## config.mk

```make
export PLATFORM = sky130hd
export DESIGN_NAME = icache_direct
export DESIGN_NICKNAME = d
export VERILOG_FILES = /design/src/rtl/icache_direct.sv
export SDC_FILE = /design/constraint.sdc
export NUM_CORES = 1
export LEC_CHECK = 0
export CORE_MARGIN = 4
export CORE_UTILIZATION = 45
export DETAILED_ROUTE_END_ITERATION = 16
export PLACE_DENSITY_LB_ADDON = 0.08
export SLEW_MARGIN = 20
export SYNTH_ARGS = -nofsm -noshare
export SYNTH_HDL_FRONTEND = slang
export SYNTH_SLANG_ARGS = --single-unit
```

## constraint.sdc

```tcl
create_clock -name CLK -period 4.71 [get_ports CLK]
set_input_delay 0.7065 -clock CLK [delete_from_list [all_inputs] [get_ports CLK]]
set_output_delay 0.7065 -clock CLK [all_outputs]
set_load 0.05 [all_outputs]
```

## src/rtl/icache_direct.sv

```systemverilog
// Direct-mapped read-only instruction cache: same-cycle hits from a frame array,
// single-word fills from memory on a miss while ihit is held low.
module icache_direct #(
  parameter int NSETS  = 16,
  parameter int WORD_W = 32
) (
  input  logic              CLK,
  input  logic              nRST,
  input  logic              imemREN,
  input  logic [WORD_W-1:0] imemaddr,
  input  logic              flush,
  output logic              ihit,
  output logic [WORD_W-1:0] imemload,
  output logic              iREN,
  output logic [WORD_W-1:0] iaddr,
  input  logic              iwait,
  input  logic [WORD_W-1:0] iload,
  output logic              dbg_state_o
);

  localparam int IDXW = $clog2(NSETS);
  localparam int TAGW = WORD_W - IDXW - 2;

  typedef enum logic {IDLE = 1'b0, FETCH = 1'b1} state_e;

  state_e            state_q, state_d;
  logic [WORD_W-1:0] miss_addr_q, miss_addr_d;

  logic              valid_q [NSETS];
  logic [TAGW-1:0]   tag_q   [NSETS];
  logic [WORD_W-1:0] data_q  [NSETS];

  logic [TAGW-1:0] req_tag, fill_tag;
  logic [IDXW-1:0] req_idx, fill_idx;
  logic            hit;
  logic            fill_we;

  assign req_tag  = imemaddr[WORD_W-1:IDXW+2];
  assign req_idx  = imemaddr[IDXW+1:2];
  assign fill_tag = miss_addr_q[WORD_W-1:IDXW+2];
  assign fill_idx = miss_addr_q[IDXW+1:2];

  // Hit looks only at stored state, so a frame being filled this cycle still misses.
  assign hit     = imemREN && valid_q[req_idx] && (tag_q[req_idx] == req_tag);
  assign fill_we = (state_q == FETCH) && !iwait;

  always_ff @(posedge CLK or negedge nRST) begin
    if (!nRST) begin
      state_q     <= IDLE;
      miss_addr_q <= '0;
    end else begin
      state_q     <= state_d;
      miss_addr_q <= miss_addr_d;
    end
  end

  // Flush has priority over a coincident fill: the filled frame stays invalid.
  always_ff @(posedge CLK or negedge nRST) begin
    if (!nRST) begin
      for (int i = 0; i < NSETS; i++) begin
        valid_q[i] <= 1'b0;
        tag_q[i]   <= '0;
        data_q[i]  <= '0;
      end
    end else begin
      for (int i = 0; i < NSETS; i++) begin
        if (flush) begin
          valid_q[i] <= 1'b0;
        end else if (fill_we && (fill_idx == IDXW'(i))) begin
          valid_q[i] <= 1'b1;
        end
        if (fill_we && (fill_idx == IDXW'(i))) begin
          tag_q[i]  <= fill_tag;
          data_q[i] <= iload;
        end
      end
    end
  end

  always_comb begin
    state_d     = state_q;
    miss_addr_d = miss_addr_q;
    case (state_q)
      IDLE: begin
        if (imemREN && !hit) begin
          state_d     = FETCH;
          miss_addr_d = imemaddr;
        end
      end
      FETCH: begin
        if (!iwait) begin
          state_d = IDLE;
        end
      end
      default: state_d = IDLE;
    endcase
  end

  always_comb begin
    ihit        = 1'b0;
    imemload    = '0;
    iREN        = 1'b0;
    iaddr       = '0;
    dbg_state_o = (state_q == FETCH);
    case (state_q)
      IDLE: begin
        ihit     = hit;
        imemload = hit ? data_q[req_idx] : '0;
      end
      FETCH: begin
        iREN  = 1'b1;
        iaddr = miss_addr_q;
      end
      default: ;
    endcase
  end

endmodule

```

After elaboration in Yosys (flattened, before gate mapping)
Index checks and enable logic that the tools add are counted.
- register bits after elaboration: 977
- latch bits: 0
- memory bits (writable): 0
- ROM bits: 0
- input port bits: 69
- output and inout port bits: 67
- logic and storage cells: 158
- memories kept: 0
- add/subtract/negate cells: 0
- multipliers: 0
- div/mod/pow operators: 0
- order comparisons: 1
- eq/ne operators: 16
- shifts and indexed selects: 0
- multiplexer cells: 49
- bitwise operators: 2
- reductions and logical operators: 40
- operators with widths (operator ; number):
    32-bit two-way mux ; 5
    32-bit binary-select mux with 4-bit select ; 1
    26-bit binary-select mux with 4-bit select ; 1
    26-bit two-way mux ; 2
    1-bit two-way mux ; 38
    4-bit == test (second input constant) ; 8
    2-bit nonzero test ; 16
    26-bit == test ; 1
    1-bit logical AND ; 20
    4-bit by 3-bit == test with 1-bit output (second input constant) ; 4
    4-bit by 2-bit == test with 1-bit output (second input constant) ; 2
    5-bit greater-or-equal comparator (second input constant) ; 1
    4-bit inverter with 5-bit output ; 1
    1-bit binary-select mux with 4-bit select ; 1
    4-bit by 1-bit == test with 1-bit output (second input constant) ; 1
    4-bit zero test ; 1
    1-bit zero test ; 2
    1-bit case mux with 2 select lines ; 1
    2-bit AND reduction ; 1
    1-bit inverter ; 1

Longest topological paths before layout
Gate-level depths: netlist (run 1).
- word-level depth: 10
- depth in mapped cells: 14
- gate-level depth less buffers: 8

Least setup slack after synthesis (run 1)
OpenSTA, ideal clock, no wires.
- path type: input -> output
- from: input imemaddr[2]
- to: output imemload[10]
- arrival time: 3787 ps
- required time: 4003 ps
- path slack: 216 ps
- cell stages on the path: 10
- path buffers: 3
- cell sequence: buf_6 -> buf_4 -> mux4_2 -> mux4_2 -> xnor2_1 -> nand4_1 -> nor4_4 -> nand4bb_1 -> clkbuf_1 -> nor2b_1
- word-level cells in the longest chain between the ends: 8
- elaborated cells on any way between the ends: 15
- classes of those cells: eq/ne: 1; mux: 11; bitwise: 1; reduce/logical: 2
- ends and longest elaborated chain (what ; RTL line ; text):
    start, declared ; 10 ; input logic [WORD_W-1:0] imemaddr,
    4-bit inverter with 5-bit output (not written as such) (*) ; 44, 108 ;
    26-bit binary-select mux with 4-bit select / 1-bit binary-select mux with 4-bit select (equally long branches) ; 44 ; assign hit = imemREN && valid_q[req_idx] && (tag_q[req_idx] == req_tag);
    26-bit two-way mux (not written as such) / 1-bit two-way mux (equally long branches) (2 in a row) ; 44 ;
    26-bit == test / 1-bit logical AND (equally long branches) ; 44 ;
    1-bit logical AND ; 44 ;
    32-bit two-way mux (*) ; 108 ; imemload = hit ? data_q[req_idx] : '0;
    32-bit two-way mux (*) ; 105 ; case (state_q)
    end, declared ; 13 ; output logic [WORD_W-1:0] imemload,
Mark *: on every way between the ends. The rest lies on a longest branch, timed or not. The select of a mux whose other input is x is not followed.

Final worst setup path (run 1)
- from: register tag_q[245] (netlist name)
- to: output imemload[18]
- word-level cells in the longest chain between the ends: 7
- ends and longest elaborated chain (what ; RTL line ; text):
    start, declared ; 30 ; logic [TAGW-1:0] tag_q [NSETS];
    start signal, assigned by index ; 73 ; tag_q[i] <= fill_tag;
    26-bit binary-select mux with 4-bit select ; 44 ;
    26-bit two-way mux (not written as such) (2 in a row) ; 44 ;
    26-bit == test ; 44 ;
    1-bit logical AND ; 44 ;
    32-bit two-way mux ; 108 ;
    32-bit two-way mux ; 105 ;
Every way passes these cells. The select of a mux whose other input is x is not followed.

==> impl_metrics.sql, run 1 <==
INSERT INTO impl_metrics (metric_group, metric, value, unit) VALUES
('run_status', 'run_status', 'finished, final reports clean', ''),
('power_and_ir_drop', 'finalPower', '29.7', 'mW'),
('placement', 'place_area', '48400', 'sq um'),
('logic_synthesis', 'mappedNetlistArea', '44900', 'sq um'),
('worst_setup_path', 'worst_path_max_delay_cell', 'sky130_fd_sc_hd__mux4_2', ''),
('logic_synthesis', 'post_synth.cell_area_avg', '15.9', 'sq um'),
('sta', 'clock_skew', '0.0296', 'ns'),
('worst_setup_path', 'critical_path_peak_fanout', '33', ''),
('cells_and_area', 'final_layout_size_suffix_gt1_share', '51.8', '%'),
('worst_setup_path', 'worst_ep_arrival_time', '3.92', 'ns'),
('clock_network', 'cts_tree', 'built', ''),
('die', 'floorplan.rows', '115', ''),
('sta', 'slew_hr', '35.8', '%'),
('grt', 'groute.usage.overall', '23.8', '%'),
('logic_synthesis', 'postSynth.topFlopCell', 'sky130_fd_sc_hd__dfrtp_1', ''),
('die', 'die_x_extent', '324', 'um'),
('logic_synthesis', 'synth_top_cells_by_count', 'sky130_fd_sc_hd__dfrtp_1, sky130_fd_sc_hd__mux2_2, sky130_fd_sc_hd__mux4_2', ''),
('clock_network', 'worst_skew_pair.late_latency', '0.69', 'ns'),
('hold_path', 'hold_path.class', 'in2async', ''),
('cells_and_area', 'finalInstanceArea', '52100', 'sq um'),
('power_and_ir_drop', 'total_power_per_unit_cell_area', '570', 'nW/um^2'),
('grt', 'grt_first_pass_wirelength', '185000', 'um'),
('drt', 'first_pass_iters', '5', ''),
('worst_setup_path', 'crit_chain', 'mux4_2, mux4_2, xnor2_1, nand4_1, nor4_4, nand4bb_4, buf_12, nor2b_1, buf_12', ''),
('drt', 'route.final.wire_length', '122000', 'um'),
('worst_setup_path', 'criticalPathCategory', 'reg2out', ''),
('drt', 'viasPerCell', '5.92', ''),
('logic_synthesis', 'synthArstFlopShare', '100', '%'),
('worst_setup_path', 'cp_slowest_stage_delay', '0.49', 'ns'),
('clock_network', 'cts_buffers', '108', ''),
('sta', 'timing.final.setup_violations', '0', ''),
('logic_synthesis', 'synthMostInstantiatedCell', 'sky130_fd_sc_hd__dfrtp_1', ''),
('sta', 'total_negative_slack', '0', 'ns'),
('logic_synthesis', 'synth_area_leaders', 'sky130_fd_sc_hd__dfrtp_1, sky130_fd_sc_hd__mux2_2, sky130_fd_sc_hd__mux4_2, sky130_fd_sc_hd__mux2i_1, sky130_fd_sc_hd__clkbuf_1', ''),
('clock_network', 'clock_tree.buffer_depth', '3', ''),
('sta', 'achievable-frequency', '216', 'MHz'),
('sta', 'rsz0062_at_grt', 'yes', ''),
('drt', 'detailroute.via_count', '25500', ''),
('sta', 'worstMarginPinSlew', '0.963', 'ns'),
('worst_setup_path', 'cp_data_required_time', '4.00', 'ns'),
('logic_synthesis', 'synth.ff_latch_count', '977', ''),
('worst_setup_path', 'worst-path-buf-inv', '2', ''),
('placement', 'dpl.hpwl', '70900', 'um'),
('logic_synthesis', 'synth_cell_type_count', '63', ''),
('worst_setup_path', 'critical_path.endpoint_type', 'output pin', ''),
('die', 'floorplan.core_area', '98700', 'sq um'),
('power_and_ir_drop', 'ir_worst_vdd', '303', 'uV'),
('die', 'floorplan.initialDensity', '45.5', '%'),
('clock_network', 'clkTransAtPathRegs', '0.06', 'ns'),
('grt', 'first_global_vias', '28100', ''),
('worst_setup_path', 'cp-start-kind', 'flop', ''),
('sta', 'timing.final.ws_setup', '0.0839', 'ns'),
('grt', 'initial_antenna_violation_count', '7', ''),
('logic_synthesis', 'number_of_nets_in_the_synthesized_netlist', '2892', ''),
('sta', 'post-route-period-util', '98.2', '%'),
('worst_setup_path', 'origin_of_the_critical_flop_to_flop_path', 'tag_q[74]', ''),
('cells_and_area', 'final_nets', '2993', ''),
('run', 'maxCapViolations', '0', ''),
('logic_synthesis', 'yosysWarnings', '0', ''),
('drt', 'route.antenna.remaining_nets', '0', ''),
('drt', 'post-route-drc-count', '0', ''),
('placement', 'place_worst_setup_slack', '0.0785', 'ns'),
('worst_setup_path', 'critical-path-top-delay-family', 'simple AND/OR/NAND/NOR gates', ''),
('drt', 'drt_first_iter_violations', '1483', ''),
('worst_setup_path', 'setup.reg_to_reg.worst_slack', '1.35', 'ns'),
('sta', 'layout_min_cycle_time', '4.63', 'ns'),
('die', 'dieArea', '105000', 'sq um'),
('cells_and_area', 'layout.core_utilization', '52.8', '%'),
('sta', 'timing_hold_violations_final', '0', ''),
('worst_setup_path', 'worstRegToRegCells', '9', ''),
('logic_synthesis', 'yosys.area.top_type_share', '54.5', '%');
## cell families after synthesis
family          Yosys count  synth area share, %
mux                    1291                 38.9
flops                   977                 54.5
buf+inv                 262                 2.51
simple gates            206                 2.59
compound gates           66                 1.07
xor+xnor                 21                0.410
## power breakdown
group	switching [mW]	leakage, nW	internal [mW]
clock network	3.44	1.82	5.22
registers	1.93	12.6	11.8
logic	2.62	9.07	4.64
## layout by cell type, fill, tap and decap left out, types with 3 or more instances in the layout
| cell | count |
|---|---|
| sky130_fd_sc_hd__a21o_1 | 4 |
| sky130_fd_sc_hd__buf_12 | 63 |
| sky130_fd_sc_hd__and2_1 | 33 |
| sky130_fd_sc_hd__and3_1 | 5 |
| sky130_fd_sc_hd__diode_2 | 4 |
| sky130_fd_sc_hd__a22oi_1 | 11 |
| sky130_fd_sc_hd__mux2_2 | 940 |
| sky130_fd_sc_hd__mux4_1 | 8 |
| sky130_fd_sc_hd__clkbuf_1 | 26 |
| sky130_fd_sc_hd__clkdlybuf4s50_1 | 97 |
| sky130_fd_sc_hd__inv_1 | 13 |
| sky130_fd_sc_hd__buf_4 | 74 |
| sky130_fd_sc_hd__a21oi_1 | 13 |
| sky130_fd_sc_hd__clkbuf_16 | 110 |
| sky130_fd_sc_hd__a22o_1 | 3 |
| sky130_fd_sc_hd__clkinv_2 | 19 |
| sky130_fd_sc_hd__nor4_1 | 9 |
| sky130_fd_sc_hd__mux2i_1 | 67 |
| sky130_fd_sc_hd__mux4_2 | 247 |
| sky130_fd_sc_hd__and4_1 | 3 |
| sky130_fd_sc_hd__o211ai_1 | 6 |
| sky130_fd_sc_hd__nand4_1 | 6 |
| sky130_fd_sc_hd__nand2b_1 | 7 |
| sky130_fd_sc_hd__and3_4 | 4 |
| sky130_fd_sc_hd__o21ai_0 | 9 |
| sky130_fd_sc_hd__mux2_4 | 29 |
| sky130_fd_sc_hd__xnor2_1 | 11 |
| sky130_fd_sc_hd__bufinv_16 | 9 |
| sky130_fd_sc_hd__nand2_4 | 9 |
| sky130_fd_sc_hd__buf_8 | 3 |
| sky130_fd_sc_hd__nand2_1 | 25 |
| sky130_fd_sc_hd__nor3_1 | 4 |
| sky130_fd_sc_hd__nor2b_2 | 4 |
| sky130_fd_sc_hd__dfrtp_1 | 976 |
| sky130_fd_sc_hd__nand3_1 | 6 |
| sky130_fd_sc_hd__xor2_1 | 9 |
| sky130_fd_sc_hd__clkbuf_8 | 29 |
| sky130_fd_sc_hd__nand4b_1 | 3 |
| sky130_fd_sc_hd__nor2_1 | 33 |
| sky130_fd_sc_hd__nor2b_1 | 38 |
## registers in the layout, summed over array words and instances (netlist names)
name / cells
miss_addr_q: 32
dbg_state_o: 1
tag_q: 416
valid_q: 16
data_q: 512
## area by class of cell
class	instances	area, sq um
antenna	4	10.0
clock buffer	165	3250
clock inverter	32	419
fill	8080	46600
inverter	15	58.8
multi-input combinational	1584	19500
sequential	977	24400
tap	1287	1610
timing repair buffer	238	2840
## metal layers
metal	GRT usage (%)	up-vias	share of wire [%]
met3	3.96	196	4.2
met5	0	-	0.030
met4	6.26	6	2.7
li1	-	10700	-
met2	39.5	519	49
met1	32.8	14000	44
## how the worst max path moves through the flow
stage | startpoint | endpoint | slack (ns) | depth (start not counted)
6_report | tag_q[245] | imemload[18] | 0.08 | 9
2_1_floorplan | imemaddr[2] | imemload[10] | 0.22 | 10
3_5_place_dp | imemaddr[2] | imemload[20] | 0.08 | 11
3_3_place_gp | imemaddr[2] | imemload[17] | 0.10 | 11
5_1_grt | tag_q[349] | imemload[31] | -0.02 | 9
4_1_cts | tag_q[219] | imemload[20] | 0.01 | 9
## what timing repair did
item	in CTS	in global routing
endpoints found under the setup margin	0	33
hold buffers	0	0
resized for setup	0	6
Power figures use the tool's default switching activity.
==> run 2: changes to the inputs <==
--- a/config.mk
+++ b/config.mk
@@ -7,7 +7,10 @@
 export LEC_CHECK = 0
 export CORE_MARGIN = 4
 export CORE_UTILIZATION = 45
+export CTS_BUF_LIST = sky130_fd_sc_hd__clkbuf_4 sky130_fd_sc_hd__clkbuf_8
 export DETAILED_ROUTE_END_ITERATION = 16
+export GPL_TIMING_DRIVEN = 0
+export MAX_ROUTING_LAYER = met4
 export PLACE_DENSITY_LB_ADDON = 0.08
 export SLEW_MARGIN = 20
 export SYNTH_ARGS = -nofsm -noshare
==> impl_metrics.sql, run 2 (synthesized netlist as in run 1, its figures left out) <==
INSERT INTO impl_metrics (metric_group, metric, value, unit) VALUES
('sta', 'layout_min_cycle_time', '4.79', 'ns'),
('grt', 'grt_remaining_overflow', '0', ''),
('cells_and_area', 'largest_registers', 'data_q (512), tag_q (416), miss_addr_q (32)', ''),
('run_status', 'run_status', 'finished with violations', ''),
('run_status', 'failed_checks', 'negative setup slack', ''),
('sta', 'timing.final.setup_violations', '26', ''),
('cells_and_area', 'final_nets', '3217', ''),
('die', 'floorplan.initialDensity', '45.5', '%'),
('worst_setup_path', 'critical_path_peak_fanout', '10', ''),
('clock_network', 'clock_tree.buffer_depth', '3', ''),
('cells_and_area', 'final_layout_size_suffix_gt1_share', '52.3', '%'),
('cells_and_area', 'final_common_cell', 'sky130_fd_sc_hd__dfrtp_1', ''),
('placement', 'place.gp.congestion', '0.899', ''),
('grt', 'groute.usage.overall', '26.2', '%'),
('worst_setup_path', 'worst_ep_arrival_time', '4.08', 'ns'),
('placement', 'place_inst', '4250', ''),
('clock_network', 'worst_skew_pair.late_latency', '0.84', 'ns'),
('worst_setup_path', 'cp-startpoint', 'imemaddr[5]', ''),
('cells_and_area', 'largest_register_by_flop_count', 'data_q', ''),
('drt', 'route.final.wire_length', '131000', 'um'),
('sta', 'post-route-period-util', '102', '%'),
('drt', 'detailroute.via_count', '26700', ''),
('cells_and_area', 'finish.cell_count_without_fillers', '4570', ''),
('grt', 'grt_first_pass_wirelength', '196000', 'um'),
('worst_setup_path', 'cp-start-kind', 'input pin', ''),
('drt', 'post-route-drc-count', '0', ''),
('power_and_ir_drop', 'total_power_per_unit_cell_area', '564', 'nW/um^2'),
('run', 'maxCapViolations', '0', ''),
('placement', 'place.port_buffers', '132', ''),
('drt', 'viasPerCell', '5.85', ''),
('sta', 'timing_hold_violations_final', '0', ''),
('sta', 'final-max-slew-violation-count', '0', ''),
('hold_path', 'hold_path.class', 'in2reg', ''),
('clock_network', 'cts_buffers', '171', ''),
('power_and_ir_drop', 'finalPower', '29.7', 'mW'),
('die', 'boundaryPins', '136', ''),
('sta', 'clock_skew', '0.0407', 'ns'),
('clock_network', 'cts_tree', 'built', ''),
('power_and_ir_drop', 'ir_worst_vdd', '271', 'uV'),
('placement', 'place_worst_setup_slack', '-3.27', 'ns'),
('cells_and_area', 'area_growth_syn_to_layout', '17.3', '%'),
('placement', 'place_area', '48000', 'sq um'),
('worst_setup_path', 'cp_data_required_time', '4.00', 'ns'),
('grt', 'grt_max_degree', '150', ''),
('sta', 'tightest_hold_margin', '0.227', 'ns'),
('grt', 'first_global_vias', '29300', ''),
('sta', 'worstMarginPinSlew', '1.23', 'ns'),
('drt', 'route.antenna.remaining_nets', '0', ''),
('cells_and_area', 'finalInstanceArea', '52600', 'sq um'),
('sta', 'slew_hr', '18.3', '%'),
('sta', 'rsz0062_at_grt', 'yes', ''),
('clock_network', 'ctsHtreeMaxLevel', '4', ''),
('drt', 'drt_first_iter_violations', '1810', ''),
('sta', 'total_negative_slack', '-0.961', 'ns'),
('clock_network', 'root_buffer', 'sky130_fd_sc_hd__clkbuf_8', ''),
('die', 'floorplan.core_area', '98700', 'sq um'),
('die', 'floorplan.rows', '115', ''),
('cells_and_area', 'layout.core_utilization', '53.3', '%'),
('sta', 'timing.final.ws_setup', '-0.0766', 'ns'),
('die', 'dieHeight', '324', 'um'),
('drt', 'average_detailed_routed_wire_length_per_instance', '28.7', 'um'),
('clock_network', 'clkTransAtPathRegs', '0.05', 'ns'),
('worst_setup_path', 'worstRegToRegCells', '7', ''),
('placement', 'dpl.hpwl', '88800', 'um'),
('worst_setup_path', 'criticalPathCategory', 'in2out', ''),
('clock_network', 'cts.sink_count', '977', ''),
('cells_and_area', 'most-common-layout-cells', 'sky130_fd_sc_hd__dfrtp_1, sky130_fd_sc_hd__mux2_2, sky130_fd_sc_hd__mux4_2', ''),
('worst_setup_path', 'critical_path.endpoint_type', 'output pin', ''),
('worst_setup_path', 'origin_of_the_critical_flop_to_flop_path', 'dbg_state_o', ''),
('sta', 'achievable-frequency', '209', 'MHz'),
('hold_path', 'worst_hold_path.num_cells', '2', ''),
('cells_and_area', 'largest_reg_flops', '512', ''),
('die', 'die_x_extent', '324', 'um'),
('drt', 'first_pass_iters', '6', ''),
('hold_path', 'worst_hold_startpoint', 'flush', ''),
('power_and_ir_drop', 'power.leakage', '23.7', 'nW'),
('grt', 'initial_antenna_violation_count', '4', ''),
('die', 'dieArea', '105000', 'sq um');
-- run 2: layout make-up --
type	instances	area, sq um
clock inverter	21	259
clock buffer	281	3440
multi-input combinational	1584	19600
fill	8124	46100
tap	1287	1610
timing repair buffer	152	1760
inverter	15	62.6
sequential	977	24400
antenna	6	15.0
buffer	247	1460
-- run 2: final timing paths --
path | to | slack (ns)
setup reg to reg | tag_q[70] | 0.09
hold reg to reg | valid_q[11] | 0.49
setup / recovery | imemload[29] | -0.08
hold / removal | valid_q[5] | 0.23
max in group asynchronous | data_q[16] | 2.17
min in group asynchronous | tag_q[386] | 0.46
-- run 2: per-layer routing --
| layer | vias up | routed length [um] | global-route usage (%) | share of wire, % |
|---|---|---|---|---|
| met5 | - | 0 | - | 0 |
| met4 | 0 | 4400 | 8.70 | 3.3 |
| met3 | 274 | 7290 | 5.48 | 5.5 |
| met2 | 762 | 64300 | 41.8 | 49 |
| met1 | 14500 | 55400 | 33.9 | 42 |
| li1 | 11200 | - | - | - |
-- run 2: worst max-delay path, stage by stage --
cell and delay [ns]:
sky130_fd_sc_hd__dlygate4sd2_1 0.32, sky130_fd_sc_hd__buf_6 0.18, sky130_fd_sc_hd__buf_8 0.16, sky130_fd_sc_hd__nor2_2 0.46
sky130_fd_sc_hd__a22oi_1 0.25, sky130_fd_sc_hd__and3_1 0.27, sky130_fd_sc_hd__nor4_2 0.32, sky130_fd_sc_hd__nand3_1 0.18
sky130_fd_sc_hd__nor4_4 0.34, sky130_fd_sc_hd__nand4bb_4 0.14, sky130_fd_sc_hd__buf_12 0.19, sky130_fd_sc_hd__clkbuf_16 0.18
sky130_fd_sc_hd__nor2b_4 0.20, sky130_fd_sc_hd__buf_8 0.17
-- run 2: repair_timing --
| item | CTS | global route |
|---|---|---|
| hold endpoints to repair | 75 | 0 |
| setup endpoints to repair | 62 | 42 |
| resized for setup | 385 | 58 |
| hold buffers | 1 | 0 |
| cloned | 1 | 1 |
| pin swaps | 6 | 4 |
| buffers inserted | 9 | 0 |
-- run 2: report_power, final --
part / total [mW] / switching, mW / internal, mW
Sequential: 13.7 / 1.83 / 11.9
Clock: 8.34 / 3.53 / 4.81
Combinational: 7.65 / 2.92 / 4.73
Total: 29.7 / 8.28 / 21.4
